### src/rtl/jtkiwi_palctl_pkg.sv
// Shared constants for the kiwi palette controller: default palette address
// width and the encoding of the fill engine states.
package jtkiwi_palctl_pkg;

   localparam int PAL_AW = 10;

   typedef enum logic [1:0] {
      ST_IDLE = 2'd0,
      ST_FILL = 2'd1,
      ST_DONE = 2'd2
   } pal_st_t;

endpackage

### src/rtl/jtkiwi_palctl.sv
// Palette RAM write-port controller: CPU accesses and a fill engine share one port.
// Port outputs are registered (1 clk); the CPU always wins and the fill engine stalls in place.
module jtkiwi_palctl
   import jtkiwi_palctl_pkg::*;
#(
   parameter int AW         = PAL_AW,
   parameter bit BLANK_ONLY = 1'b0
)(
   input  logic          clk_i,
   input  logic          rst_i,
   input  logic          blank_i,
   input  logic          pal_cs_i,
   input  logic          cpu_rnw_i,
   input  logic [AW-1:0] cpu_addr_i,
   input  logic [7:0]    cpu_dout_i,
   output logic [7:0]    cpu_din_o,
   input  logic          fill_start_i,
   input  logic [AW-1:0] fill_first_i,
   input  logic [AW-1:0] fill_last_i,
   input  logic [7:0]    fill_val_i,
   input  logic          fill_inc_i,
   output logic          fill_busy_o,
   output logic          fill_done_o,
   output logic [AW-1:0] ram_addr_o,
   output logic [7:0]    ram_din_o,
   output logic          ram_we_o,
   input  logic [7:0]    ram_q_i
);

   pal_st_t       state_q;
   logic [AW-1:0] cnt_addr_q, end_addr_q;
   logic [7:0]    cnt_data_q;
   logic          inc_q, busy_q, done_q;

   logic [AW-1:0] ram_addr_q, ram_addr_d;
   logic [7:0]    ram_din_q, ram_din_d;
   logic          ram_we_q, ram_we_d;
   logic          eng_ok;

   // The engine only gets the port on cycles the CPU leaves free.
   assign eng_ok = (state_q == ST_FILL) && !pal_cs_i && (!BLANK_ONLY || blank_i);

   always_comb begin
      ram_addr_d = ram_addr_q;
      ram_din_d  = ram_din_q;
      ram_we_d   = 1'b0;
      if (pal_cs_i) begin
         ram_addr_d = cpu_addr_i;
         ram_din_d  = cpu_dout_i;
         ram_we_d   = !cpu_rnw_i;
      end else if (eng_ok) begin
         ram_addr_d = cnt_addr_q;
         ram_din_d  = cnt_data_q;
         ram_we_d   = 1'b1;
      end
   end

   always_ff @(posedge clk_i) begin
      if (rst_i) begin
         ram_addr_q <= '0;
         ram_din_q  <= '0;
         ram_we_q   <= 1'b0;
      end else begin
         ram_addr_q <= ram_addr_d;
         ram_din_q  <= ram_din_d;
         ram_we_q   <= ram_we_d;
      end
   end

   always_ff @(posedge clk_i) begin
      if (rst_i) begin
         state_q    <= ST_IDLE;
         cnt_addr_q <= '0;
         end_addr_q <= '0;
         cnt_data_q <= '0;
         inc_q      <= 1'b0;
         busy_q     <= 1'b0;
         done_q     <= 1'b0;
      end else begin
         done_q <= 1'b0;
         case (state_q)
            ST_IDLE: begin
               if (fill_start_i) begin
                  state_q    <= ST_FILL;
                  busy_q     <= 1'b1;
                  cnt_addr_q <= fill_first_i;
                  end_addr_q <= fill_last_i;
                  cnt_data_q <= fill_val_i;
                  inc_q      <= fill_inc_i;
               end
            end
            ST_FILL: begin
               if (eng_ok) begin
                  cnt_addr_q <= cnt_addr_q + AW'(1);
                  cnt_data_q <= cnt_data_q + {7'd0, inc_q};
                  // Equality test (not <=) so ranges wrapping through the top work.
                  if (cnt_addr_q == end_addr_q) begin
                     state_q <= ST_DONE;
                     busy_q  <= 1'b0;
                     done_q  <= 1'b1;
                  end
               end
            end
            ST_DONE: state_q <= ST_IDLE;
            default: state_q <= ST_IDLE;
         endcase
      end
   end

   assign ram_addr_o  = ram_addr_q;
   assign ram_din_o   = ram_din_q;
   assign ram_we_o    = ram_we_q;
   assign fill_busy_o = busy_q;
   assign fill_done_o = done_q;
   assign cpu_din_o   = ram_q_i;

endmodule

### config.mk
export PLATFORM = sky130hd
export DESIGN_NAME = jtkiwi_palctl
export DESIGN_NICKNAME = d
export VERILOG_FILES = /design/src/rtl/jtkiwi_palctl_pkg.sv /design/src/rtl/jtkiwi_palctl.sv
export SDC_FILE = /design/constraint.sdc
export NUM_CORES = 1
export LEC_CHECK = 0
export BUFFER_PORTS_ARGS = -buffer_cell sky130_fd_sc_hd__buf_2
export CAP_MARGIN = 10
export CORE_MARGIN = 4
export CORE_UTILIZATION = 54
export DETAILED_ROUTE_END_ITERATION = 8
export PLACE_DENSITY = 0.85
export SLEW_MARGIN = 20
export SYNTH_ARGS = -nofsm -noshare
export SYNTH_HDL_FRONTEND = slang
export SYNTH_SLANG_ARGS = --single-unit
### constraint.sdc
create_clock -name clk_i -period 4.5 [get_ports clk_i]
set_input_delay 0.675 -clock clk_i [delete_from_list [all_inputs] [get_ports clk_i]]
set_output_delay 0.675 -clock clk_i [all_outputs]
set_load 0.1 [all_outputs]
==> out/metrics.yaml <==
run_status:
  outcome: "finished, final reports clean"
critical_path:
  critPathLaunchType: "input pin"
  end_kind: "flop"
  reg2regPathDepth: 5
  slowest_delay_ps: 720
  cp.arrival_ps: 2620
  cp.required_ps: 4710
  r2r-start: "state_q[0]"
  path_cells: "buf_2 -> nand2b_1 -> a21oi_1 -> buf_4 -> nor2_1 -> a311oi_1"
  worstSetupPathType: "input pin to flop"
  critPathSlowestCell: "a21oi_1"
  worstPathMaxFanout: 40
  r2r-end: "cnt_data_q[0]"
  r2r_slack_ps: 2480
logic_synthesis:
  synth_compound_area_share_pct: 19.28
  yosysWarnings: 0
  synth_top_area_share_pct: 38.64
  synth_mux_area_share_pct: 5.713
  synth_top_family_by_area: "simple AND/OR/NAND/NOR gates"
  ys_ff_latch: 52
  ys.flop_type: "dfxtp_1"
  ys_seq_area_share_pct: 38.64
  synthesis.nets: 404
  yosysTopAreaCell: "dfxtp_1"
  synth_cells: 340
  async_flop_share_pct: 0
  synth_simple_gate_area_share_pct: 24.71
  synth_edf_count: 0
  syn_area_sq_um: 2694
  synth.avg_cell_area_sq_um: 7.923
  synth-xor-area-share_pct: 3.251
  netlist-cell-type-count: 41
  synth_area_leaders: "dfxtp_1 39%, nand2_1 9.2%, a21oi_1 6.1%, a21o_1 5.0%, mux2i_1 4.5%"
  synth_fa_ha_area_share_pct: 1.393
sta:
  worst_slack_ps: 2089
  rsz0062_at_grt: "false"
  skew_ps: 4.726
  fin_crit_sh_pct: 53.58
  hold_viol_final: 0
  fmax_mhz: 414.7
  relSlewSlack_pct: 34.18
  setup_viol: 0
  layout_min_cycle_time_ps: 2411
  tns_ps: 0
  tightest_slew_ps: 987.4
  slew_viol_final: 0
clock_tree:
  clock-sinks: 52
  cts_root_buf: "clkbuf_8"
  clockBufferDepth: 2
  cts_buffers: 5
  post_cts_buffers: 0
  hold_buffers: 0
  clock_latency_ps: 310
  htree_levels: 2
  cts_tree: "yes"
  cts_resized: 0
  cts.reportedPaths.clkPinSlew_ps: 90
finish:
  num_antenna_cells: 0
  drive_gt1_share_pct: 23.71
  area_growth_pct: 14.07
  design_area_sq_um: 3073
  nets: 451
detailed_routing:
  finalWirelength_um: 6252
  first_pass_iters: 4
  drt_iter0_drc: 157
  drc_errors: 0
  avgRoutedWirePerCell_um: 13.74
  viasPerCell: 5.455
  vias: 2482
  ant_nets: 0
die:
  start_util_pct: 56.29
  die_area_sq_um: 6183
  row_count: 25
  io_pins: 90
  design.core.area_sq_um: 4786
  fp.dieH_um: 78.63
  die_x_um: 78.63
power:
  finalPower_w: 0.001077
  ir_drop_mv: 0.1917
  power_density_nw_per_um2: 350.4
  p_leak_nw: 1.271
hold_path:
  hold_path_depth: 2
  worstHoldPathType: "flop to flop"
  min_from: "inc_q"
  whs_endpoint: "inc_q"
grt:
  grt_pass1_vias: 2323
  grt-ovfl-total: 0
  grt_antenna_before_repair: 0
  grt_max_degree: 56
  grt_pass1_wl_um: 10290
  grtUsageTotal_pct: 20.43
place:
  preCtsSetupSlack_ps: 1805
  hpwlAfterDp_um: 4303
  place_area_sq_um: 2983
  port_buffers: 72
  gp_congestion: 0.8030
flow_run:
  cap_violations: 0
[flip-flops by register name (all words and copies together), names as in the netlist]
register,flops
end_addr_q,10
cnt_addr_q,10
state_q,2
ram_we_o,1
ram_din_o,8
fill_busy_o,1
inc_q,1
fill_done_o,1
ram_addr_o,10
cnt_data_q,8
[kinds of logic (layout without fill, tap and decap cells)]
| family | Yosys count | count (layout) |
|---|---|---|
| AOI/OAI and AO/OA | 83 | 83 |
| xor gates and xnor gates | 10 | 10 |
| adders and majority gates | 3 | 3 |
| buffers and inverters | 37 | 85 |
| DFF | 52 | 52 |
| muxes | 15 | 15 |
| and+or+nand+nor | 140 | 140 |
[layer usage]
metal	vias to the layer above	global-route usage (%)	wire, um
met2	91	35.40	3071
met4	0	6.469	78
met3	13	4.931	477
met5	-	0	0
li1	1253	-	-
met1	1125	24.79	2626
[layout make-up]
| class | count | area (sq um) |
|---|---|---|
| repair buffers | 74 | 375.4 |
| inverters | 3 | 11.26 |
| multi-input cells | 251 | 1471 |
| fillers | 432 | 1713 |
| flip-flops and latches | 52 | 1041 |
| well taps | 67 | 83.83 |
| clock buffers | 8 | 90.09 |
[critical path: cells and delay by family]
kind / cells / cell delay (ps)
buffers and inverters: 2 / 640
and+or+nand+nor: 2 / 330
AOI/OAI and AO/OA: 2 / 970
[where the power goes]
group	internal [W]	switching (W)
logic	0.0000865	0.000185
clock network	0.000126	0.000152
registers	0.000494	0.0000338
total	0.000706	0.000371
[synth_stat cells (all sizes together), types with 2 or more instances]
cell and count:
nor2b 4, o21ai 14, mux2 3, buf 21, a311oi 4, a211o 2
a21oi 33, ha 3, dfxtp 52, inv 3, xnor2 7, nand4 5
clkbuf 13, mux2i 12, nor3 11, o31ai 2, nor2 22, and2 8
xor2 3, nor3b 2, nand2b 6, nor4 5, nand3 8, a21o 19
a211oi 3, nand2 66
[metrics by stage]
step           utilization (%)  instances  hold slack, ps
2_1_floorplan                -        340           464.6
3_3_place_gp             62.27        447           487.6
3_5_place_dp             62.33        447           489.9
4_1_cts                  64.21        455           511.6
5_1_grt                  64.21        455           553.9
6_report                 64.21        455           504.5
[layout by cell type, fill, tap and decap left out, types with 2 or more instances in the layout]
master / n
buf_2: 72
nand2_1: 66
dfxtp_1: 52
a21oi_1: 33
nor2_1: 21
a21o_1: 18
o21ai_0: 14
mux2i_1: 12
nor3_1: 10
nand3_1: 8
xnor2_1: 7
and2_1: 7
clkbuf_8: 6
nand2b_1: 5
nand4_1: 5
nor4_1: 5
a311oi_1: 4
xor2_1: 3
inv_1: 3
a211oi_1: 3
nor2b_1: 3
mux2_2: 3
ha_1: 3
nor3b_2: 2
a211o_1: 2
o31ai_1: 2
clkbuf_1: 2
buf_4: 2
[worst max-delay path by stage]
stage	from	end	slack (ps)	cells after the start
detailed placement	pal_cs_i	cnt_data_q[0]	1810	6
global route	pal_cs_i	cnt_data_q[0]	1880	6
global placement	pal_cs_i	cnt_data_q[0]	1880	6
finish	pal_cs_i	cnt_data_q[0]	2090	6
CTS	pal_cs_i	cnt_data_q[0]	2100	6
floorplan	pal_cs_i	cnt_addr_q[0]	2820	5
(Power assumes the default switching activity.)
